`config.mk`:
```
export PLATFORM = sky130hd
export DESIGN_NAME = fifo_rd_streamer
export DESIGN_NICKNAME = d
export VERILOG_FILES = /design/src/rtl/fifo_pkg.sv /design/src/rtl/fifo_skid_buf.sv /design/src/rtl/fifo_rd_streamer.sv
export SDC_FILE = /design/constraint.sdc
export NUM_CORES = 1
export LEC_CHECK = 0
export BUFFER_PORTS_ARGS = -buffer_cell sky130_fd_sc_hd__buf_2
export CORE_MARGIN = 3
export CORE_UTILIZATION = 40
export DETAILED_ROUTE_END_ITERATION = 16
export SYNTH_ARGS = -nofsm -noshare
export SYNTH_HDL_FRONTEND = slang
export SYNTH_HIERARCHICAL = 1
export SYNTH_SLANG_ARGS = --single-unit
export TNS_END_PERCENT = 30
```
`constraint.sdc`:
```
create_clock -name clk -period 5.9 [get_ports clk]
set_input_delay 1.18 -clock clk [delete_from_list [all_inputs] [get_ports clk]]
set_output_delay 1.18 -clock clk [all_outputs]
set_load 0.02 [all_outputs]
```
`src/rtl/fifo_pkg.sv`:
```
// fifo_pkg: types and defaults shared by the synchronous FIFO and its
// read-side streamer.
package fifo_pkg;

  // Default word width and depth of the FIFO this stage sits behind.
  localparam int FIFO_WIDTH = 16;
  localparam int FIFO_DEPTH = 16;

  // Default width of the delivered-word counter in the streamer.
  localparam int CNT_WIDTH = 16;

  // Number of words the skid buffer can hold.
  localparam logic [1:0] SKID_DEPTH = 2'd2;

  typedef logic [FIFO_WIDTH-1:0] fifo_word_t;
  typedef logic [1:0]            skid_occ_t;

  // True when the words already committed to the skid buffer (held plus
  // in flight), minus a word leaving this cycle, still leave room for one
  // more read. A transfer only happens when occ is non-zero, so the
  // subtraction never goes below zero.
  function automatic logic slot_free(input skid_occ_t occ,
                                     input logic      inflight,
                                     input logic      xfer);
    logic [2:0] committed;
    committed = {1'b0, occ} + {2'b00, inflight} - {2'b00, xfer};
    return committed < {1'b0, SKID_DEPTH};
  endfunction

endpackage

```
`src/rtl/fifo_skid_buf.sv`:
```
// fifo_skid_buf: 2-entry register pair used as a tiny FIFO. The head entry
// is always presented on dout; count reports how many entries are valid.
module fifo_skid_buf #(
  parameter int WIDTH = 16
) (
  input  logic             clk,
  input  logic             rst_n,
  input  logic             push,
  input  logic [WIDTH-1:0] din,
  input  logic             pop,
  output logic [WIDTH-1:0] dout,
  output logic [1:0]       count
);
  import fifo_pkg::*;

  logic [WIDTH-1:0] slot0;
  logic [WIDTH-1:0] slot1;
  logic             head;
  logic             tail;
  skid_occ_t        occ;
  logic             do_push;
  logic             do_pop;

  // A pop of an empty buffer is ignored; a push into a full buffer is only
  // honoured when the head leaves in the same cycle.
  assign do_pop  = pop && (occ != 2'd0);
  assign do_push = push && ((occ != SKID_DEPTH) || do_pop);

  // Write the incoming word into the slot the tail points at.
  always_ff @(posedge clk or negedge rst_n) begin
    if (!rst_n) begin
      slot0 <= '0;
      slot1 <= '0;
    end else if (do_push) begin
      if (tail) begin
        slot1 <= din;
      end else begin
        slot0 <= din;
      end
    end
  end

  // Advance head/tail pointers and keep the occupancy in step with them.
  always_ff @(posedge clk or negedge rst_n) begin
    if (!rst_n) begin
      head <= 1'b0;
      tail <= 1'b0;
      occ  <= 2'd0;
    end else begin
      if (do_push) begin
        tail <= ~tail;
      end
      if (do_pop) begin
        head <= ~head;
      end
      occ <= occ + {1'b0, do_push} - {1'b0, do_pop};
    end
  end

  assign dout  = head ? slot1 : slot0;
  assign count = occ;

endmodule

```
`src/rtl/fifo_rd_streamer.sv`:
```
// fifo_rd_streamer: drains a synchronous FIFO with a registered read port
// and re-presents its words on a valid/ready stream with no bubbles.
module fifo_rd_streamer #(
  parameter int FIFO_WIDTH = 16,
  parameter int CNT_WIDTH  = 16
) (
  input  logic                  clk,
  input  logic                  rst_n,
  input  logic                  fifo_empty,
  input  logic [FIFO_WIDTH-1:0] fifo_data_out,
  output logic                  fifo_rd_en,
  output logic                  m_valid,
  input  logic                  m_ready,
  output logic [FIFO_WIDTH-1:0] m_data,
  output logic [CNT_WIDTH-1:0]  pop_count,
  output logic                  busy
);
  import fifo_pkg::*;

  skid_occ_t occ;
  logic      inflight;
  logic      xfer;

  assign m_valid = (occ != 2'd0);
  assign xfer    = m_valid && m_ready;

  // A read is issued only when the word it returns is guaranteed a slot.
  // Counting the same-cycle transfer lets the stream run at full rate, and
  // is the intended combinational path from m_ready to fifo_rd_en.
  assign fifo_rd_en = rst_n && !fifo_empty && slot_free(occ, inflight, xfer);

  // Remember that the FIFO will present a word on its output next cycle.
  always_ff @(posedge clk or negedge rst_n) begin
    if (!rst_n) begin
      inflight <= 1'b0;
    end else begin
      inflight <= fifo_rd_en;
    end
  end

  // Count stream handshakes; the counter wraps naturally at its width.
  always_ff @(posedge clk or negedge rst_n) begin
    if (!rst_n) begin
      pop_count <= '0;
    end else if (xfer) begin
      pop_count <= pop_count + CNT_WIDTH'(1);
    end
  end

  assign busy = m_valid || inflight;

  // The FIFO output is registered into the skid buffer, so m_data never
  // depends combinationally on fifo_data_out.
  fifo_skid_buf #(
    .WIDTH (FIFO_WIDTH)
  ) u_skid (
    .clk   (clk),
    .rst_n (rst_n),
    .push  (inflight),
    .din   (fifo_data_out),
    .pop   (xfer),
    .dout  (m_data),
    .count (occ)
  );

endmodule

```
==> impl_metrics.py <==
metrics = {
    "clock_tree": {
        "clockBufferDepth": 2,
        "path_clk_slew_ps": 90,
        "cts_tree": "yes",
        "cts_buffers": 5,
        "htreeDepth": 2,
        "ctsHoldBuffers": 0,
        "root_buffer": "clkbuf_8",
        "clk_latency_ps": 300,
        "cts_resized": 0,
        "clock-sinks": 53,
        "post-cts-setup-buffer-count": 0,
    },
    "routing": {
        "drc": 0,
        "vias_per_cell": 4.81,
        "wl_met2_um": 2060,
        "post_drt_wl_per_cell_um": 14.9,
        "wirelength_um": 4560,
        "m1WireLength_um": 2240,
        "vias": 1472,
        "final_antenna_net_count": 0,
        "dr_wl_met3_um": 232,
        "first_iter_violations": 38,
        "highest_layer": "met4",
        "first_pass_iters": 4,
    },
    "floorplan": {
        "coreArea_mm2": 0.00606,
        "initial_core_util_pct": 42.1,
        "rows": 28,
        "ios": 55,
        "die_h_um": 85.9,
        "die_x_um": 85.9,
        "die_area_mm2": 0.00738,
    },
    "critical_path": {
        "path_class": "in -> out",
        "critPathArrivalTime_ps": 2930,
        "worstPathRequired_ps": 4720,
        "start_kind": "primary input",
        "crit_fanout": 8,
        "worstSetupEndpointType": "output port",
    },
    "pwr": {
        "p_leak_uw": 0.00137,
        "ir_worst_vdd_v": 0.000260,
        "total_power_uw": 1570,
        "power_density_mw_per_mm2": 531,
    },
    "global_route": {
        "grt_overflow": 0,
        "grt_pass1_wl_um": 7800,
        "grt_pass1_vias": 1542,
        "grt_use_total_pct": 13.5,
        "grt_start_max_net_pins": 54,
        "antenna_found_initial": 0,
    },
    "synth": {
        "syn_area_per_cell_um2": 14.8,
        "ys_warn_count": 6,
        "synth_cell_type_count": 28,
        "synthesis.nets": 198,
        "ys_ff_latch": 53,
        "yosysSeqAreaShare_pct": 52.0,
        "syn_inst": 173,
        "syn-cell-area_mm2": 0.00255,
    },
    "sta": {
        "fmax_ghz": 0.243,
        "relSlewSlack_pct": 27.5,
        "final-setup-viol-count": 0,
        "worstMarginPinSlew_ps": 1090,
        "finalMaxSlewViolations": 0,
        "grt_setup_unrepaired": "false",
        "period_minus_slack_ps": 4110,
        "setup_tns_ps": 0,
        "skew_ps": 4.95,
        "holdWs_ps": 470,
        "hold_viol_final": 0,
        "period_share_pct": 69.6,
    },
    "cells_and_area": {
        "diodes": 0,
        "post_route_cells_drive_above_1_share_pct": 53.7,
        "areaGrowthSynthToFinish_pct": 16.0,
        "utilization_pct": 48.9,
        "final_nets": 255,
        "final_cells": 306,
    },
    "place": {
        "hpwl_um": 3110,
        "place.gp.congestion": 0.669,
        "port_buffers": 54,
        "place_inst": 298,
    },
    "outcome": {
        "status": "finished, final reports clean",
    },
    "min_path": {
        "hold_path.class": "reg -> reg",
    },
    "run": {
        "cap_violations": 0,
    },
}
-- flip-flops by register name, indices dropped and copies added (netlist names) --
signal,count
inflight,1
pop_count,16
u_skid/slot1,16
u_skid/count,2
u_skid/head,1
u_skid/tail,1
u_skid/slot0,16
-- cells in the mapped netlist --
master | n | share of area [%]
dfrtp_1 | 53 | 52
mux2_2 | 29 | 13
mux2_4 | 20 | 12
xnor2_1 | 11 | 3.8
xor2_1 | 9 | 3.1
nand2_1 | 7 | 1.0
inv_1 | 6 | 0.88
ha_1 | 4 | 2.0
nor3_1 | 4 | 0.78
nor2_1 | 3 | 0.44
buf_2 | 2 | 0.39
buf_6 | 2 | 0.88
nand2b_1 | 2 | 0.49
nand3_1 | 2 | 0.39
nor3_2 | 2 | 0.78
nor3b_4 | 2 | 1.5
nor4_4 | 2 | 1.7
or2_2 | 2 | 0.49
or3_1 | 2 | 0.49
buf_12 | 1 | 0.78
fa_1 | 1 | 0.78
nand3_2 | 1 | 0.39
nand4_1 | 1 | 0.25
nand4_4 | 1 | 0.83
nor2_4 | 1 | 0.44
o2111ai_1 | 1 | 0.34
o21a_1 | 1 | 0.29
o21a_2 | 1 | 0.34
-- logic make-up after synthesis --
| logic type | count (synthesis) | share of synthesized area [%] |
|---|---|---|
| flip-flops | 53 | 52.0 |
| multiplexers | 49 | 24.6 |
| AND/OR/NAND/NOR | 32 | 9.95 |
| XOR/XNOR | 20 | 6.86 |
| buffers and inverters | 11 | 2.94 |
| adder cells (fa/ha/maj) | 5 | 2.75 |
| AO/OA/AOI/OAI | 3 | 0.981 |
-- cell usage in the layout, fill, tap and decap left out --
| cell type | n |
|---|---|
| buf_2 | 54 |
| buf_4 | 1 |
| clkbuf_8 | 5 |
| clkinv_2 | 1 |
| clkinvlp_4 | 1 |
| dfrtp_1 | 53 |
| fa_1 | 1 |
| ha_1 | 4 |
| inv_1 | 6 |
| inv_6 | 1 |
| mux2_2 | 29 |
| mux2_4 | 20 |
| nand2_1 | 7 |
| nand2b_1 | 2 |
| nand3_1 | 2 |
| nand3_2 | 1 |
| nand4_1 | 1 |
| nand4_4 | 1 |
| nor2_1 | 3 |
| nor2_4 | 1 |
| nor3_1 | 4 |
| nor3_2 | 2 |
| nor3b_4 | 2 |
| nor4_4 | 2 |
| o2111ai_1 | 1 |
| o21a_1 | 1 |
| o21a_2 | 1 |
| or2_2 | 2 |
| or3_1 | 2 |
| xnor2_1 | 11 |
| xor2_1 | 9 |
-- layout make-up --
class	count	area, um^2
fillers	570	3100
clock buffers	5	68.8
clock inverters	3	21.3
well taps	75	93.8
flip-flops and latches	53	1330
multi-input cells	109	1150
inverters	6	22.5
repair buffers	55	278
-- path summary, 6_finish.rpt --
kind | from | to | slack (ps) | cells after the start
setup reg to reg | u_skid/count[1] | u_skid/slot0[15] | 3520 | 4
setup / recovery | m_ready | fifo_rd_en | 1790 | 8
min in group asynchronous | rst_n | u_skid/slot1[12] | 1060 | 2
hold / removal | pop_count[15] | pop_count[15] | 470 | 1
hold reg to reg | pop_count[15] | pop_count[15] | 470 | 1
max in group asynchronous | rst_n | pop_count[14] | 4390 | 2
-- per-stage QoR --
stage / worst slack [ps] / instance area (um^2)
after floorplan: 1820 / 2550
after global placement: 1810 / 2870
after detailed placement: 1780 / 2870
after CTS: 1770 / 2960
after global routing: 1650 / 2960
final: 1790 / 2960
-- worst max-delay path, stage by stage --
cell and delay (ps):
buf_2 90, o21a_2 260, ha_1 270, nand2b_1 160
fa_1 380, xor2_1 170, nor3_1 220, buf_2 200
-- power breakdown --
group | switching, uW | internal (uW) | leakage [uW]
clock network | 122 | 84.5 | 0.0000445
registers | 135 | 512 | 0.000636
logic | 335 | 382 | 0.000695
-- metal layers --
layer / up-vias / global-route usage [%]
met2: 32 / 20.1
met1: 722 / 19.2
li1: 714 / -
met3: 4 / 3.84
met4: 0 / 3.88
met5: - / 0
Power figures use the tool's default switching activity.
